==> src/rtl/instruction_fields_decode_if.sv <==
`default_nettype none
// ============================================================================
// Module   : instruction_fields_decode_if
// Brief    : Bus bundle between an instruction source and the field decoder.
//            All vectors are declared MSB-first with index 0 as the MSB.
// Revision : 1.0 - initial release
// ============================================================================
interface instruction_fields_decode_if;

   localparam int WORD_W = 24;
   localparam int OP_W   = 6;
   localparam int REG_W  = 2;
   localparam int IMM_W  = 12;

   // Request side
   logic                in_valid;
   logic                stall;
   logic [0:WORD_W-1]   instruction;

   // Decoded fields
   logic                out_valid;
   logic [0:OP_W-1]     op;
   logic [0:REG_W-1]    Rd;
   logic [0:REG_W-1]    Rs;
   logic [0:REG_W-1]    Rt;
   logic [0:IMM_W-1]    immediate;
   logic [0:WORD_W-1]   imm_sext;
   logic [0:WORD_W-1]   imm_zext;
   logic                is_rtype;
   logic                is_itype;
   logic                is_mem;
   logic                is_branch;
   logic                is_nop;

   // Instruction source: drives the request, observes the decode
   modport master (
      output in_valid, stall, instruction,
      input  out_valid, op, Rd, Rs, Rt, immediate, imm_sext, imm_zext,
      input  is_rtype, is_itype, is_mem, is_branch, is_nop
   );

   // Decoder: consumes the request, produces the decode
   modport slave (
      input  in_valid, stall, instruction,
      output out_valid, op, Rd, Rs, Rt, immediate, imm_sext, imm_zext,
      output is_rtype, is_itype, is_mem, is_branch, is_nop
   );

endinterface
`default_nettype wire

==> src/rtl/instruction_fields_decode.sv <==
`default_nettype none
// ============================================================================
// Module   : instruction_fields_decode
// Brief    : Registered one-cycle slicer that splits a 24-bit instruction word
//            into opcode, register indices and immediate, plus sign/zero
//            extended immediates, opcode class flags and a NOP flag.
// Revision : 1.0 - initial release
// ============================================================================
module instruction_fields_decode (
   input  wire logic                  clk,
   input  wire logic                  rst,
   instruction_fields_decode_if.slave bus
);

   localparam int WORD_W    = 24;
   localparam int IMM_W     = 12;
   localparam int IMM_EXT_W = WORD_W - IMM_W;

   // Class is carried in the two most significant opcode bits
   localparam logic [1:0] CLASS_RTYPE  = 2'b00;
   localparam logic [1:0] CLASS_ITYPE  = 2'b01;
   localparam logic [1:0] CLASS_MEM    = 2'b10;
   localparam logic [1:0] CLASS_BRANCH = 2'b11;

   logic [1:0]       op_class;
   logic [0:IMM_W-1] imm_field;

   assign op_class  = {bus.instruction[0], bus.instruction[1]};
   assign imm_field = bus.instruction[12:23];

   // Capture the decode of an accepted word; stall freezes everything, an
   // idle cycle only drops out_valid and leaves the last fields visible.
   always_ff @(posedge clk) begin
      if (rst) begin
         bus.out_valid <= 1'b0;
         bus.op        <= '0;
         bus.Rd        <= '0;
         bus.Rs        <= '0;
         bus.Rt        <= '0;
         bus.immediate <= '0;
         bus.imm_sext  <= '0;
         bus.imm_zext  <= '0;
         bus.is_rtype  <= 1'b0;
         bus.is_itype  <= 1'b0;
         bus.is_mem    <= 1'b0;
         bus.is_branch <= 1'b0;
         bus.is_nop    <= 1'b0;
      end else if (!bus.stall) begin
         bus.out_valid <= bus.in_valid;
         if (bus.in_valid) begin
            bus.op        <= bus.instruction[0:5];
            bus.Rd        <= bus.instruction[6:7];
            bus.Rs        <= bus.instruction[8:9];
            bus.Rt        <= bus.instruction[10:11];
            bus.immediate <= imm_field;
            bus.imm_sext  <= {{IMM_EXT_W{imm_field[0]}}, imm_field};
            bus.imm_zext  <= {{IMM_EXT_W{1'b0}}, imm_field};
            bus.is_rtype  <= (op_class == CLASS_RTYPE);
            bus.is_itype  <= (op_class == CLASS_ITYPE);
            bus.is_mem    <= (op_class == CLASS_MEM);
            bus.is_branch <= (op_class == CLASS_BRANCH);
            bus.is_nop    <= (bus.instruction == '0);
         end
      end
   end

endmodule
`default_nettype wire

==> src/flat_wrapper.sv <==
// flat-port wrapper written by rule: the top's interface ports become plain ports
module instruction_fields_decode_flat 
  (clk, rst, bus_in_valid, bus_stall, bus_instruction, bus_out_valid, bus_op, bus_Rd, bus_Rs, bus_Rt, bus_immediate, bus_imm_sext, bus_imm_zext, bus_is_rtype, bus_is_itype, bus_is_mem, bus_is_branch, bus_is_nop);
  instruction_fields_decode_if bus_i ();
  input  wire logic clk;
  input  wire logic rst;
  input wire logic [$bits(bus_i.in_valid)-1:0] bus_in_valid;
  input wire logic [$bits(bus_i.stall)-1:0] bus_stall;
  input wire logic [$bits(bus_i.instruction)-1:0] bus_instruction;
  output wire logic [$bits(bus_i.out_valid)-1:0] bus_out_valid;
  output wire logic [$bits(bus_i.op)-1:0] bus_op;
  output wire logic [$bits(bus_i.Rd)-1:0] bus_Rd;
  output wire logic [$bits(bus_i.Rs)-1:0] bus_Rs;
  output wire logic [$bits(bus_i.Rt)-1:0] bus_Rt;
  output wire logic [$bits(bus_i.immediate)-1:0] bus_immediate;
  output wire logic [$bits(bus_i.imm_sext)-1:0] bus_imm_sext;
  output wire logic [$bits(bus_i.imm_zext)-1:0] bus_imm_zext;
  output wire logic [$bits(bus_i.is_rtype)-1:0] bus_is_rtype;
  output wire logic [$bits(bus_i.is_itype)-1:0] bus_is_itype;
  output wire logic [$bits(bus_i.is_mem)-1:0] bus_is_mem;
  output wire logic [$bits(bus_i.is_branch)-1:0] bus_is_branch;
  output wire logic [$bits(bus_i.is_nop)-1:0] bus_is_nop;
  assign bus_i.in_valid = bus_in_valid;
  assign bus_i.stall = bus_stall;
  assign bus_i.instruction = bus_instruction;
  assign bus_out_valid = bus_i.out_valid;
  assign bus_op = bus_i.op;
  assign bus_Rd = bus_i.Rd;
  assign bus_Rs = bus_i.Rs;
  assign bus_Rt = bus_i.Rt;
  assign bus_immediate = bus_i.immediate;
  assign bus_imm_sext = bus_i.imm_sext;
  assign bus_imm_zext = bus_i.imm_zext;
  assign bus_is_rtype = bus_i.is_rtype;
  assign bus_is_itype = bus_i.is_itype;
  assign bus_is_mem = bus_i.is_mem;
  assign bus_is_branch = bus_i.is_branch;
  assign bus_is_nop = bus_i.is_nop;
  instruction_fields_decode u_core (.clk(clk), .rst(rst), .bus(bus_i));
endmodule
==> config.mk <==
export PLATFORM = sky130hd
export DESIGN_NAME = instruction_fields_decode_flat
export DESIGN_NICKNAME = d
export VERILOG_FILES = /design/src/rtl/instruction_fields_decode_if.sv /design/src/rtl/instruction_fields_decode.sv /design/src/flat_wrapper.sv
export SDC_FILE = /design/constraint.sdc
export NUM_CORES = 1
export LEC_CHECK = 0
export ABC_AREA = 1
export BUFFER_PORTS_ARGS = -buffer_cell sky130_fd_sc_hd__buf_2
export CAP_MARGIN = 20
export CORE_MARGIN = 3
export CORE_UTILIZATION = 44
export CTS_CLUSTER_SIZE = 20
export DETAILED_ROUTE_END_ITERATION = 12
export PLACE_DENSITY = 0.85
export SETUP_SLACK_MARGIN = 0.1
export SYNTH_ARGS = -nofsm -noshare
export SYNTH_HDL_FRONTEND = slang
export SYNTH_SLANG_ARGS = --single-unit
==> constraint.sdc <==
create_clock -name clk -period 1.3 [get_ports clk]
set_input_delay 0 -clock clk [delete_from_list [all_inputs] [get_ports clk]]
set_output_delay 0 -clock clk [all_outputs]
set_load 0.01 [all_outputs]
# After elaboration in Yosys (flattened, before gate mapping)
# Cells that the tools add are included.
[classes]
n_eq_ne = 3
n_bitwise = 1
reduce_logical = 3
[op_table]
columns = ["operator", "n"]
rows = [
  ["logical NOT 24 bit", 1],
  ["equality test 2 bit (second input constant)", 2],
  ["equality test 2 x 1 -> 1 bit (second input constant)", 1],
  ["logical NOT 2 bit", 1],
  ["AND reduction 2 bit", 1],
  ["NOT 1 bit", 1],
]
[word_totals]
inputBits = 28
ff_bits = 42

# Longest topological paths before layout
[logic_depth]
word_depth = 2
mapped_depth = 7

# Worst setup path after synthesis
# No wires, ideal clock.
[synth_timing]
path_kind = "flip-flop to flip-flop"
start = "register, netlist name u_core.bus.imm_sext[12]"
end = "register, netlist name u_core.bus.imm_sext[12]"
setup_slack_ps = 450
setup_time_ps = 70
t_arrival_ps = 780
period_less_slack_ps = 850
path_stages_with_launch = 3
path_buffers = 0
required_time_ps = 1230
path_cell_list = "dfxtp_1 -> nand2_1 -> a21oi_1"

# Final worst setup path
[layout_timing]
start = "input port bus_stall"
end = "register u_core.bus.is_nop"
[layout_between]
elab_chain_len = 2
[layout_rtl]
columns = ["element", "line", "rtl"]
rows = [
  ["start, declared", "flat_wrapper.sv:8", "input wire logic [$bits(bus_i.stall)-1:0] bus_stall;"],
  ["NOT 1 bit (no line)", "--", ""],
  ["AND reduction 2 bit (no line)", "--", ""],
  ["end signal, assigned", "instruction_fields_decode.sv:62", "bus.is_nop <= (bus.instruction == '0);"],
  ["end, declared", "instruction_fields_decode_if.sv:46", "output is_rtype, is_itype, is_mem, is_branch, is_nop"],
]
# No other way between the ends.
# A chain may end at the register's enable or synchronous reset.

==> reports/metrics.json <==
{
  "outcome": "completed",
  "dr.first_iter.drc_count": 147,
  "die_area_um2": 4110,
  "vias_per_cell": 4.33,
  "crit_type": "input port to flop",
  "drive_above_1_share_pct": 37.9,
  "place_hpwl_um": 2440,
  "worstSetupEndpointType": "flop",
  "buffers_from_clock_root_to_sink_at_most": 2,
  "insertion_delay_ns": 0.31,
  "post_cts_buffers": 0,
  "synthToLayoutAreaGrowth_pct": 32.1,
  "rows": 20,
  "die_height_um": 64.1,
  "cts_max_level": 2,
  "report.final.slew_viol_count": 0,
  "fin_setup_tns_ns": 0,
  "worst_hold_path_type": "input port to flop",
  "largest_net_degree_at_the_start_of_global_routing": 31,
  "yosys_warnings": 0,
  "timing.fmax_mhz": 903,
  "die_width_um": 64.1,
  "coreArea_um2": 3130,
  "wl_per_cell_um": 11.7,
  "first_pass_grt_wire_length_um": 5780,
  "fin_crit_ns": 1.11,
  "track_usage_pct": 18.1,
  "critical_path.max_fanout": 10,
  "power_density_nw_per_um2": 971,
  "diodes_inserted": 0,
  "drv_cap": 0,
  "worst_path_max_delay_cell": "sky130_fd_sc_hd__dlygate4sd3_1",
  "numCtsBuffers": 5,
  "final_common_cell": "sky130_fd_sc_hd__buf_2",
  "grt_pass1_vias": 1262,
  "drtAntennaViolNets": 0,
  "worst-path-buf-inv": 3,
  "clock_sinks": 30,
  "period_share_pct": 85.2,
  "worst_path_largest_cell_delay_ns": 0.53,
  "worstMarginPinSlew_ns": 0.527,
  "floorplan.initialDensity_pct": 47.5,
  "cpLargestDelayFamily": "buffers and inverters",
  "timing.critical_path.arrival_ns": 1.35,
  "setup_ws_ns": 0.193,
  "setup_viol_count_final": 0,
  "route.detailed.drc": 0,
  "cts_tree": "built",
  "wl_um": 3760,
  "routed-via-count": 1391,
  "drt-pass1-iter-count": 4,
  "post-place-ws_ns": 0.396,
  "hold_violations": 0,
  "finalPower_mw": 1.91,
  "fin_cells": 321,
  "synth_sequential_area_ratio_pct": 40.4,
  "io-pin-count": 106,
  "crit_required_ns": 1.54,
  "finish.net_count": 306,
  "max_rail_drop_vdd_mv": 0.560,
  "commonest_cells_after_routing_fill_and_taps_aside": "sky130_fd_sc_hd__buf_2, sky130_fd_sc_hd__nand2_1, sky130_fd_sc_hd__dfxtp_1, sky130_fd_sc_hd__dlygate4sd3_1, sky130_fd_sc_hd__a21oi_1",
  "globalRouteOverflowTotal": 0,
  "power.static_leakage_nw": 1.04,
  "cts.reportedPaths.clkPinSlew_ns": 0.09,
  "timing.max_slew.rel_slack_pct": 64.9,
  "netlist_area_um2": 1490,
  "final.setup_skew_ns": 0,
  "yosys.cell_types.count": 17,
  "portBuffers": 93,
  "grt_setup_unrepaired": "false",
  "start_kind": "input port",
  "number_of_cells_in_the_design_after_placement": 290,
  "grt_antenna_before_repair": 0,
  "synth.ff_latch_count": 30,
  "final.fill_count": 274,
  "postSynthCellCount": 196,
  "post_synth.cell_area_avg_um2": 7.58,
  "timing.critical_path.cells": "dlygate4sd3_1 -> buf_2 -> nor2_4 -> buf_4 -> nand2_2 -> nor2_1 -> nand3_1 -> a21oi_1",
  "cts_root_buf": "sky130_fd_sc_hd__clkbuf_4",
  "globalplace.congestion": 0.711
}
stage by stage:
step	util (%)	instance area (um^2)	hold WS [ns]
6_report	62.8	1960	0.136
5_1_grt	62.8	1960	0.133
4_1_cts	62.7	1960	0.130
3_5_place_dp	53.1	1660	0.270
3_3_place_gp	53.1	1660	0.266
2_1_floorplan	-	1530	0.147
power breakdown:
| part | internal (mW) | switching (mW) | total [mW] |
|---|---|---|---|
| clock | 0.243 | 0.284 | 0.527 |
| combinational | 0.180 | 0.209 | 0.388 |
| sequential | 0.961 | 0.0308 | 0.991 |
| total | 1.38 | 0.523 | 1.91 |
path summary, 6_finish.rpt:
path                                   to  cells past startpoint  slack, ns                    start
setup / recovery        u_core.bus.is_nop                      8       0.19                bus_stall
hold / removal        u_core.bus.is_itype                      2       0.14                      rst
setup reg to reg  u_core.bus.imm_sext[12]                      2       0.57  u_core.bus.imm_sext[12]
hold reg to reg          u_core.bus.Rt[0]                      2       0.46         u_core.bus.Rt[0]
cells in the mapped netlist:
cell                         n  area [um^2]
sky130_fd_sc_hd__nand2_2     1         6.26
sky130_fd_sc_hd__nor2_1     19         71.3
sky130_fd_sc_hd__a211oi_1    4         30.0
sky130_fd_sc_hd__o21a_1      1         7.51
sky130_fd_sc_hd__conb_1      1         3.75
sky130_fd_sc_hd__inv_1       5         18.8
sky130_fd_sc_hd__dfxtp_1    30          601
sky130_fd_sc_hd__a21oi_1    24          120
sky130_fd_sc_hd__clkbuf_1    3         11.3
sky130_fd_sc_hd__inv_2       1         3.75
sky130_fd_sc_hd__nor2_4      1         11.3
sky130_fd_sc_hd__buf_2       4         20.0
sky130_fd_sc_hd__nand2_1    47          176
sky130_fd_sc_hd__buf_6       1         11.3
sky130_fd_sc_hd__buf_4      48          360
sky130_fd_sc_hd__nand3_1     5         25.0
sky130_fd_sc_hd__a2bb2oi_1   1         8.76
area by class of cell:
class / count / area (um^2) / share of cell area (%)
Multi-Input combinational cell: 115 / 502 / 25.6
Inverter: 6 / 22.5 / 1.15
Sequential cell: 30 / 602 / 30.7
Timing Repair Buffer: 120 / 731 / 37.2
Clock buffer: 6 / 51.3 / 2.61
Tap cell: 44 / 55.1 / 2.80
layer usage:
layer	wire [um]	up-vias	global-route usage, %
li1	-	716	-
met1	1430	618	18.4
met2	2090	55	34.5
met3	216	2	6.68
met4	27	0	4.75
met5	0	-	0
sequential cells by signal, indices dropped and copies added, names as in the netlist:
| name | count |
|---|---|
| u_core.bus.out_valid | 1 |
| u_core.bus.is_branch | 1 |
| u_core.bus.op | 6 |
| u_core.bus.imm_sext | 12 |
| u_core.bus.is_nop | 1 |
| u_core.bus.Rd | 2 |
| u_core.bus.is_itype | 1 |
| u_core.bus.is_mem | 1 |
| u_core.bus.is_rtype | 1 |
| u_core.bus.Rt | 2 |
| u_core.bus.Rs | 2 |
repair_timing:
action,4_1_cts,5_1_grt
resized for setup,0,1
endpoints found under the hold margin,27,0
hold buffers,25,0
endpoints found under the setup margin,0,10
kinds of logic after synthesis:
logic type	Yosys count	synth area share, %
other cells	1	0.252
compound gates	30	11.2
flops	30	40.4
buf+inv	62	28.6
simple gates	73	19.5
(Power assumes the default switching activity.)
